$ cat config.mk
export PLATFORM = sky130hd
export DESIGN_NAME = multicycle_datapath
export DESIGN_NICKNAME = d
export VERILOG_FILES = /design/src/rtl/multicycle_datapath.sv
export SDC_FILE = /design/constraint.sdc
export NUM_CORES = 2
export LEC_CHECK = 0
export CORE_MARGIN = 10
export CORE_UTILIZATION = 59
export CTS_CLUSTER_SIZE = 10
export DETAILED_ROUTE_END_ITERATION = 6
export HOLD_SLACK_MARGIN = 0.02
export PLACE_DENSITY = 0.76
export SKIP_CTS_REPAIR_TIMING = 1
export SYNTH_ARGS = -nofsm -noshare
export SYNTH_HDL_FRONTEND = slang
export SYNTH_SLANG_ARGS = --single-unit
export TNS_END_PERCENT = 50
$ cat constraint.sdc
create_clock -name clk -period 11.5 [get_ports clk]
set_input_delay 1.15 -clock clk [delete_from_list [all_inputs] [get_ports clk]]
set_output_delay 1.15 -clock clk [all_outputs]
set_load 0.005 [all_outputs]
$ cat src/rtl/multicycle_datapath.sv
// Multi-cycle MIPS-subset datapath sharing one req/ack memory port between fetch and data access.
// Optional feature: define MCDP_STALL_CNT_EN to add the saturating wait-state counter output stall_cnt.
module multicycle_datapath #(
  parameter int unsigned     XLEN     = 32,
  parameter int unsigned     NREG     = 32,
  parameter logic [XLEN-1:0] RESET_PC = '0
) (
  input  logic            clk,
  input  logic            rst,
  input  logic [1:0]      RegDst,
  input  logic            WDInp,
  input  logic            RegWrite,
  input  logic            ALUSrc,
  input  logic            MemRead,
  input  logic            MemWrite,
  input  logic            MemToReg,
  input  logic [2:0]      ALUOperation,
  input  logic [1:0]      PCSrc,
  output logic [5:0]      opc,
  output logic [5:0]      func,
  output logic            zero,
  output logic            instr_done,
  output logic            mem_req,
  output logic            mem_we,
  output logic [XLEN-1:0] mem_addr,
  output logic [XLEN-1:0] mem_wdata,
`ifdef MCDP_STALL_CNT_EN
  output logic [15:0]     stall_cnt,
`endif
  input  logic [XLEN-1:0] mem_rdata,
  input  logic            mem_ack
);

  localparam int unsigned RIW = (NREG > 1) ? $clog2(NREG) : 1;

  typedef enum logic [2:0] {IDLE, FETCH, DECODE, EXEC, MEM, WB} state_t;

  state_t          state, nextState;
  logic [XLEN-1:0] pc, regA, regB, aluOut, mdr;
  logic [31:0]     ir;
  logic [XLEN-1:0] rf [NREG];

  logic [XLEN-1:0] immExt, aluB, aluRes, pcPlus4, branchTgt, jumpTgt, pcNext, wbData;
  logic [XLEN-1:0] rdA, rdB;
  logic [RIW-1:0]  rsIdx, rtIdx, rdIdx, dstIdx;

  // Architectural register index is the instruction field modulo NREG.
  function automatic logic [RIW-1:0] regIdx(input logic [4:0] f);
    return RIW'(32'(f) % NREG);
  endfunction

  assign opc   = ir[31:26];
  assign func  = ir[5:0];
  assign rsIdx = regIdx(ir[25:21]);
  assign rtIdx = regIdx(ir[20:16]);
  assign rdIdx = regIdx(ir[15:11]);
  assign rdA   = (rsIdx == '0) ? '0 : rf[rsIdx];
  assign rdB   = (rtIdx == '0) ? '0 : rf[rtIdx];

  assign immExt    = {{(XLEN-16){ir[15]}}, ir[15:0]};
  assign pcPlus4   = pc + XLEN'(4);
  assign branchTgt = pcPlus4 + (immExt << 2);
  assign jumpTgt   = {pc[XLEN-1:28], ir[25:0], 2'b00};

  always_ff @(posedge clk or negedge rst) begin
    if (!rst) state <= IDLE;
    else      state <= nextState;
  end

  // Phase sequencing and memory-port drive; the port is quiet outside FETCH/MEM.
  always_comb begin
    nextState = state;
    mem_req   = 1'b0;
    mem_we    = 1'b0;
    mem_addr  = '0;
    mem_wdata = '0;
    case (state)
      IDLE:   nextState = FETCH;
      FETCH: begin
        mem_req  = 1'b1;
        mem_addr = pc;
        if (mem_ack) nextState = DECODE;
      end
      DECODE: nextState = EXEC;
      EXEC:   nextState = (MemRead || MemWrite) ? MEM : WB;
      MEM: begin
        mem_req   = 1'b1;
        mem_we    = MemWrite;
        mem_addr  = aluOut;
        mem_wdata = regB;
        if (mem_ack) nextState = WB;
      end
      WB:      nextState = FETCH;
      default: nextState = IDLE;
    endcase
  end

  always_comb begin
    aluB   = ALUSrc ? immExt : regB;
    aluRes = '0;
    case (ALUOperation)
      3'd0: aluRes = regA & aluB;
      3'd1: aluRes = regA | aluB;
      3'd2: aluRes = regA + aluB;
      3'd3: aluRes = regA ^ aluB;
      3'd4: aluRes = ~(regA | aluB);
      3'd5: aluRes = XLEN'(regA < aluB);
      3'd6: aluRes = regA - aluB;
      3'd7: aluRes = XLEN'($signed(regA) < $signed(aluB));
    endcase
  end

  always_comb begin
    pcNext = pcPlus4;
    case (PCSrc)
      2'd1:    pcNext = branchTgt;
      2'd2:    pcNext = jumpTgt;
      2'd3:    pcNext = regB;
      default: pcNext = pcPlus4;
    endcase
    case (RegDst)
      2'd0:    dstIdx = rtIdx;
      2'd1:    dstIdx = rdIdx;
      default: dstIdx = regIdx(5'd31);
    endcase
    wbData = WDInp ? pcPlus4 : (MemToReg ? mdr : aluOut);
  end

  // Per-phase datapath registers; instr_done is timed to coincide with WB.
  always_ff @(posedge clk or negedge rst) begin
    if (!rst) begin
      pc         <= RESET_PC;
      ir         <= '0;
      regA       <= '0;
      regB       <= '0;
      aluOut     <= '0;
      mdr        <= '0;
      zero       <= 1'b0;
      instr_done <= 1'b0;
      for (int i = 0; i < int'(NREG); i++) rf[i] <= '0;
    end else begin
      instr_done <= (nextState == WB);
      case (state)
        FETCH:  if (mem_ack) ir <= mem_rdata[31:0];
        DECODE: begin
          regA <= rdA;
          regB <= rdB;
        end
        EXEC: begin
          aluOut <= aluRes;
          zero   <= (aluRes == '0);
        end
        MEM:    if (mem_ack && !MemWrite) mdr <= mem_rdata;
        WB: begin
          if (RegWrite && dstIdx != '0) rf[dstIdx] <= wbData;
          pc <= pcNext;
        end
        default: ;
      endcase
    end
  end

`ifdef MCDP_STALL_CNT_EN
  always_ff @(posedge clk or negedge rst) begin
    if (!rst) stall_cnt <= '0;
    else if (mem_req && !mem_ack && stall_cnt != 16'hFFFF) stall_cnt <= stall_cnt + 16'd1;
  end
`endif

endmodule

# Word level (Yosys, flattened, before mapping)
# Index checks and enable logic that the tools add are counted.
[word_totals]
ff_bits = 1221
in_bits = 48
output_inout_bits = 80
[op_classes]
add_sub_neg = 4
order_cmp = 6
eq_ne = 17
n_mux = 25
bitwise_logic = 8
n_reduce_logical = 18
[op_table]
columns = ["cell", "n"]
rows = [
  ["1024-bit bitwise mux", 1],
  ["32-bit 2-to-1 mux", 11],
  ["32-bit binary-select mux with 5-bit select", 2],
  ["32-bit case mux with 8 select lines", 1],
  ["32-bit demux with 5-bit select", 1],
  ["32-bit case mux with 3 select lines", 1],
  ["32-bit adder", 2],
  ["32-bit less-than comparator", 2],
  ["32-bit case mux with 2 select lines", 1],
  ["32-bit by 3-bit adder with 32-bit output, second input constant", 1],
  ["32-bit AND", 1],
  ["32-bit zero test", 1],
  ["32-bit NOT", 1],
  ["32-bit bitwise OR", 1],
  ["32-bit subtractor", 1],
  ["32-bit XOR", 1],
  ["3-bit == test, second input constant", 7],
  ["6-bit >= comparator, second input constant", 3],
  ["5-bit NOT with 6-bit output", 3],
  ["3-bit case mux with 5 select lines", 1],
  ["3-bit by 2-bit == test with 1-bit output, second input constant", 4],
  ["5-bit zero test", 2],
  ["5-bit case mux with 2 select lines", 1],
  ["2-bit AND reduction", 4],
  ["14 further kinds", 24],
]

# Depth between registers and ports, before layout
[logic_depth]
ltp_word = 8
depth_mapped = 20

# Least setup slack after synthesis
# No wires, ideal clock.
[synth_path]
path_kind = "input -> register"
from = "in ALUSrc"
to = "reg zero"
arrival_time_ps = 5256
t_required_ps = 11434
slack_ps = 6178
stages = 16
path_cell_list = "clkbuf_1 clkbuf_1 mux2i_1 ha_1 or3_1 a31oi_1 a21oi_1 o41ai_1 a31oi_1 o31ai_1 mux2_2 a311o_1 o22ai_1 nand2_1 nor4_1 a41o_1"
[synth_via]
elab_chain_len = 5
[synth_lines]
columns = ["element", "line_no", "text"]
rows = [
  ["start: declaration", "13", "input logic ALUSrc,"],
  ["32-bit 2-to-1 mux (*)", "99", "aluB = ALUSrc ? immExt : regB;"],
  ["branches (longest 2 deep; another with 32-bit subtractor)", "--", ""],
  ["32-bit case mux with 8 select lines (*)", "101", "case (ALUOperation)"],
  ["32-bit zero test (*)", "151", "zero <= (aluRes == '0);"],
  ["end signal: assignment", "151", ""],
  ["end: declaration", "21", "output logic zero,"],
]
# Mark *: on every way between the ends.
# A chain may end at the register's enable or synchronous reset.

# Worst setup path in the final report
# Same ends and word-level chain as after synthesis.

==> run_results.csv <==
group,metric,value,unit
floorplan,die_area,131000,µm²
timing,fin_setup_tns,0,ns
route,first_pass_iters,6,
setup_path,rr_startpoint,"ir[15]$_DFFE_PN0P_",
setup_path,r2r_cells,13,
synthesis,syn_area_per_cell,10.6,µm²
power,combPwrFrac,41.8,%
synthesis,syn-num-nets,6678,
floorplan,core,116000,µm²
synthesis,synth_area_leaders,"dfrtp_1, mux4_2, o21ai_0, nand2_1, clkbuf_1",
grt,grt-ovfl-total,0,
setup_path,cpMaxStageDelayCell,"and2_1",
grt,grt.total_usage,37.1,%
power,switching_share,42.0,%
setup_path,crit_family,"compound AO/OA/AOI/OAI gates",
power,p_clk_share,23.6,%
floorplan,pin_count,128,
route,post-route-drc-count,0,
setup_path,cp_num_buf_inv,2,
worst_hold_path,min_path_type,"in2async",
timing,worst_clock_skew,0.0304,ns
clock_tree,cts_sinks,1221,
setup_path,r2r_slack,5.66,ns
synthesis,synth-edff-count,0,
synthesis,synth_area_leader_cell,"dfrtp_1",
timing,hold_viol,0,
finish,fin_nets,6417,
synthesis,ys.flop_type,"dfrtp_1",
floorplan,dieHeight,361,µm
clock_tree,clkTransAtPathRegs,0.06,ns
power,p_per_area,240,nW/µm²
timing,rsz0062_at_grt,"false",
route,via_per_inst,7.11,
synthesis,synthArstFlopShare,100,%
synthesis,ys_ff_latch,1221,
clock_tree,cts_root_buf,"clkbuf_16",
finish,drive_above_1_share,17.1,%
finish,area_growth,9.06,%
placement,port-buffer-count,127,
power,p_leak,32.1,nW
setup_path,critPathArrivalTime,6.73,ns
setup_path,cp_data_required_time,12.21,ns
floorplan,start_util,59.3,%
grt,grt_pass1_wl,361000,µm
outcome,outcome,"finished clean",
grt,grt_pass1_vias,55000,
power,p_int,10.4,mW
setup_path,crit_type,"in2reg",
power,pwr-share-seq,34.6,%
placement,place_hpwl,144000,µm
synthesis,synth_top_area_share,44.4,%
timing,report.final.slew_viol_count,0,
timing,worst_pin_slew,1.34,ns
setup_path,start_kind,"input port",
finish,final_cell_area,75000,µm²
route,detail_route.wl_per_cell,31.3,µm
floorplan,num_rows,125,
synthesis,yosysWarnings,0,
clock_tree,clock_latency,0.78,ns
route,drtIter0Drc,8030,
placement,placed_area,70800,µm²
timing,min_period_over_period,52.3,%
clock_tree,tritoncts,"yes",
route,wl,244000,µm
setup_path,crit_path_frequent_cell,"a21oi_1",
clock_tree,cts_buffers,145,
floorplan,die_w,361,µm
power,p_switching,7.56,mW
power,ir_drop,0.245,mV
synthesis,synth_area,68800,µm²
setup_path,reg2reg_to,"zero$_DFFE_PN0P_",
synthesis,syn_inst,6495,
clock_tree,cts.htree.levels,4,
clock_tree,cts.path.max_buffers,3,
grt,grt_start_max_net_pins,185,
placement,routabilityCongestion,1.02,
route,routed-via-count,55500,
grt,antenna_found_initial,16,
timing,clock.fmax,0.166,GHz
timing,finalCriticalPeriod,6.02,ns
synthesis,synth.distinct_cells,82,
setup_path,end_kind,"register",
route,ant_nets,0,
timing,setup_violations,0,
setup_path,cpPeakStageDelay,0.79,ns
job,maxCapViolations,0,
setup_path,crit_chain,"clkdlybuf4s50_1 > buf_4 > and2_1 > a21oi_1 > ha_1 > nand3_1 > a21oi_1 > o22ai_1 > o211a_1 > nor3_1 > o221ai_2 > a2111oi_2 > nand4_1 > nor4_1 > a41o_1",
timing,slew_headroom,11.0,%
finish,n_fill_cell,8701,
synthesis,ys_seq_area_share,44.4,%
setup_path,crit_fanout,17,
-- layer usage --
| metal | global-route usage [%] | up-vias | wire length (µm) |
|---|---|---|---|
| met5 | 0 | - | 84 |
| met4 | 20.1 | 14 | 15300 |
| met3 | 10.6 | 853 | 31000 |
| met2 | 54.7 | 3817 | 106000 |
| met1 | 49.5 | 27800 | 92000 |
| li1 | - | 23000 | - |
-- logic make-up after synthesis --
family / Yosys count / share of synthesized area (%)
flip-flops: 1221 / 44.4
AO/OA/AOI/OAI: 1779 / 14.9
buffers and inverters: 758 / 4.24
adder cells (fa/ha/maj): 135 / 2.49
multiplexers: 864 / 23.0
XOR/XNOR: 67 / 0.864
AND/OR/NAND/NOR: 1671 / 10.1
-- cells in the final DEF, fill, tap and decap left out, drive strengths merged, types with 34 or more instances in the layout --
| master | synthesis | layout |
|---|---|---|
| o211ai | 36 | 36 |
| mux2i | 184 | 184 |
| o221ai | 34 | 34 |
| a22o | 64 | 64 |
| xnor2 | 46 | 46 |
| nor3 | 60 | 60 |
| clkdlybuf4s50 | 0 | 120 |
| buf | 110 | 105 |
| clkbuf | 523 | 164 |
| mux2 | 117 | 117 |
| nand2 | 1227 | 1227 |
| o21ai | 1158 | 1158 |
| nand2b | 34 | 34 |
| ha | 132 | 132 |
| a221oi | 40 | 40 |
| nor2 | 158 | 158 |
| mux4 | 563 | 563 |
| dfrtp | 1221 | 1221 |
| a21oi | 198 | 198 |
| inv | 123 | 130 |
| and2 | 40 | 40 |
| o22ai | 46 | 46 |
-- area by class of cell --
type	instances	area, µm²	share of cell area (%)
diodes	8	20.0	0.0267
clock buffers	164	3750	5.00
clock inverters	24	405	0.540
inverters	125	469	0.626
multi-input cells	4516	35800	47.7
flip-flops and latches	1221	30600	40.8
well taps	1524	1910	2.54
repair buffers	225	2100	2.80
-- sequential cells by signal (all words and copies together), names as in the netlist --
register and flops:
pc 32, rf 1024, mdr 32, zero 1, ir 32, aluOut 32, state 3, instr_done 1
regB 32, regA 32
-- through the flow --
stage	util, %	worst slack (ns)	hold slack [ns]	cells	power [mW]
3_3_place_gp	61.1	4.94	0.377	7611	13.4
6_report	64.7	5.48	0.340	7807	18.0
5_1_grt	64.7	5.22	0.408	7802	18.7
4_1_cts	64.7	5.66	0.396	7799	17.8
3_5_place_dp	61.1	4.87	0.384	7611	13.5
2_1_floorplan	-	6.18	0.441	6495	10.8
-- synth_stat cells, types with 39 or more instances --
library cell	instances
o21ai_0	1157
clkbuf_1	523
buf_1	80
o22ai_1	46
nor3_1	60
a221oi_1	39
nand2_1	1227
xnor2_1	45
mux2_2	117
inv_1	122
a22o_1	64
mux4_2	563
nor2_1	157
a21oi_1	198
and2_1	40
ha_1	132
dfrtp_1	1221
mux2i_1	184
-- power groups by stage --
stage,combinational [mW],clock (mW),sequential (mW)
3_3_place_gp,7.24,0,6.16
2_1_floorplan,5.37,0,5.47
6_report,7.52,4.24,6.22
4_1_cts,7.36,4.25,6.15
3_5_place_dp,7.32,0,6.22
5_1_grt,7.98,4.43,6.26
-- how the worst max path moves through the flow --
| stage | from | endpoint | slack, ns | depth (start not counted) |
|---|---|---|---|---|
| finish | ALUSrc | zero$_DFFE_PN0P_ | 5.48 | 15 |
| detailed placement | ALUSrc | zero$_DFFE_PN0P_ | 4.87 | 15 |
| floorplan | ALUSrc | zero$_DFFE_PN0P_ | 6.18 | 16 |
| global placement | ALUSrc | zero$_DFFE_PN0P_ | 4.94 | 15 |
| CTS | ALUSrc | zero$_DFFE_PN0P_ | 5.66 | 15 |
| global route | ALUSrc | zero$_DFFE_PN0P_ | 5.22 | 15 |
-- worst register-to-register path, stage by stage (launching register included) --
cell and delay [ns]:
dfrtp_1 0.97, and2_1 0.84, a21oi_1 0.20, ha_1 0.71, nand3_1 0.33, a21oi_1 0.44, o22ai_1 0.24, o211a_1 0.25
nor3_1 0.21, o221ai_2 0.21, a2111oi_2 0.52, nand4_1 0.21, nor4_1 0.43, a41o_1 0.22
No activity file was read; power rests on OpenSTA's default activity.
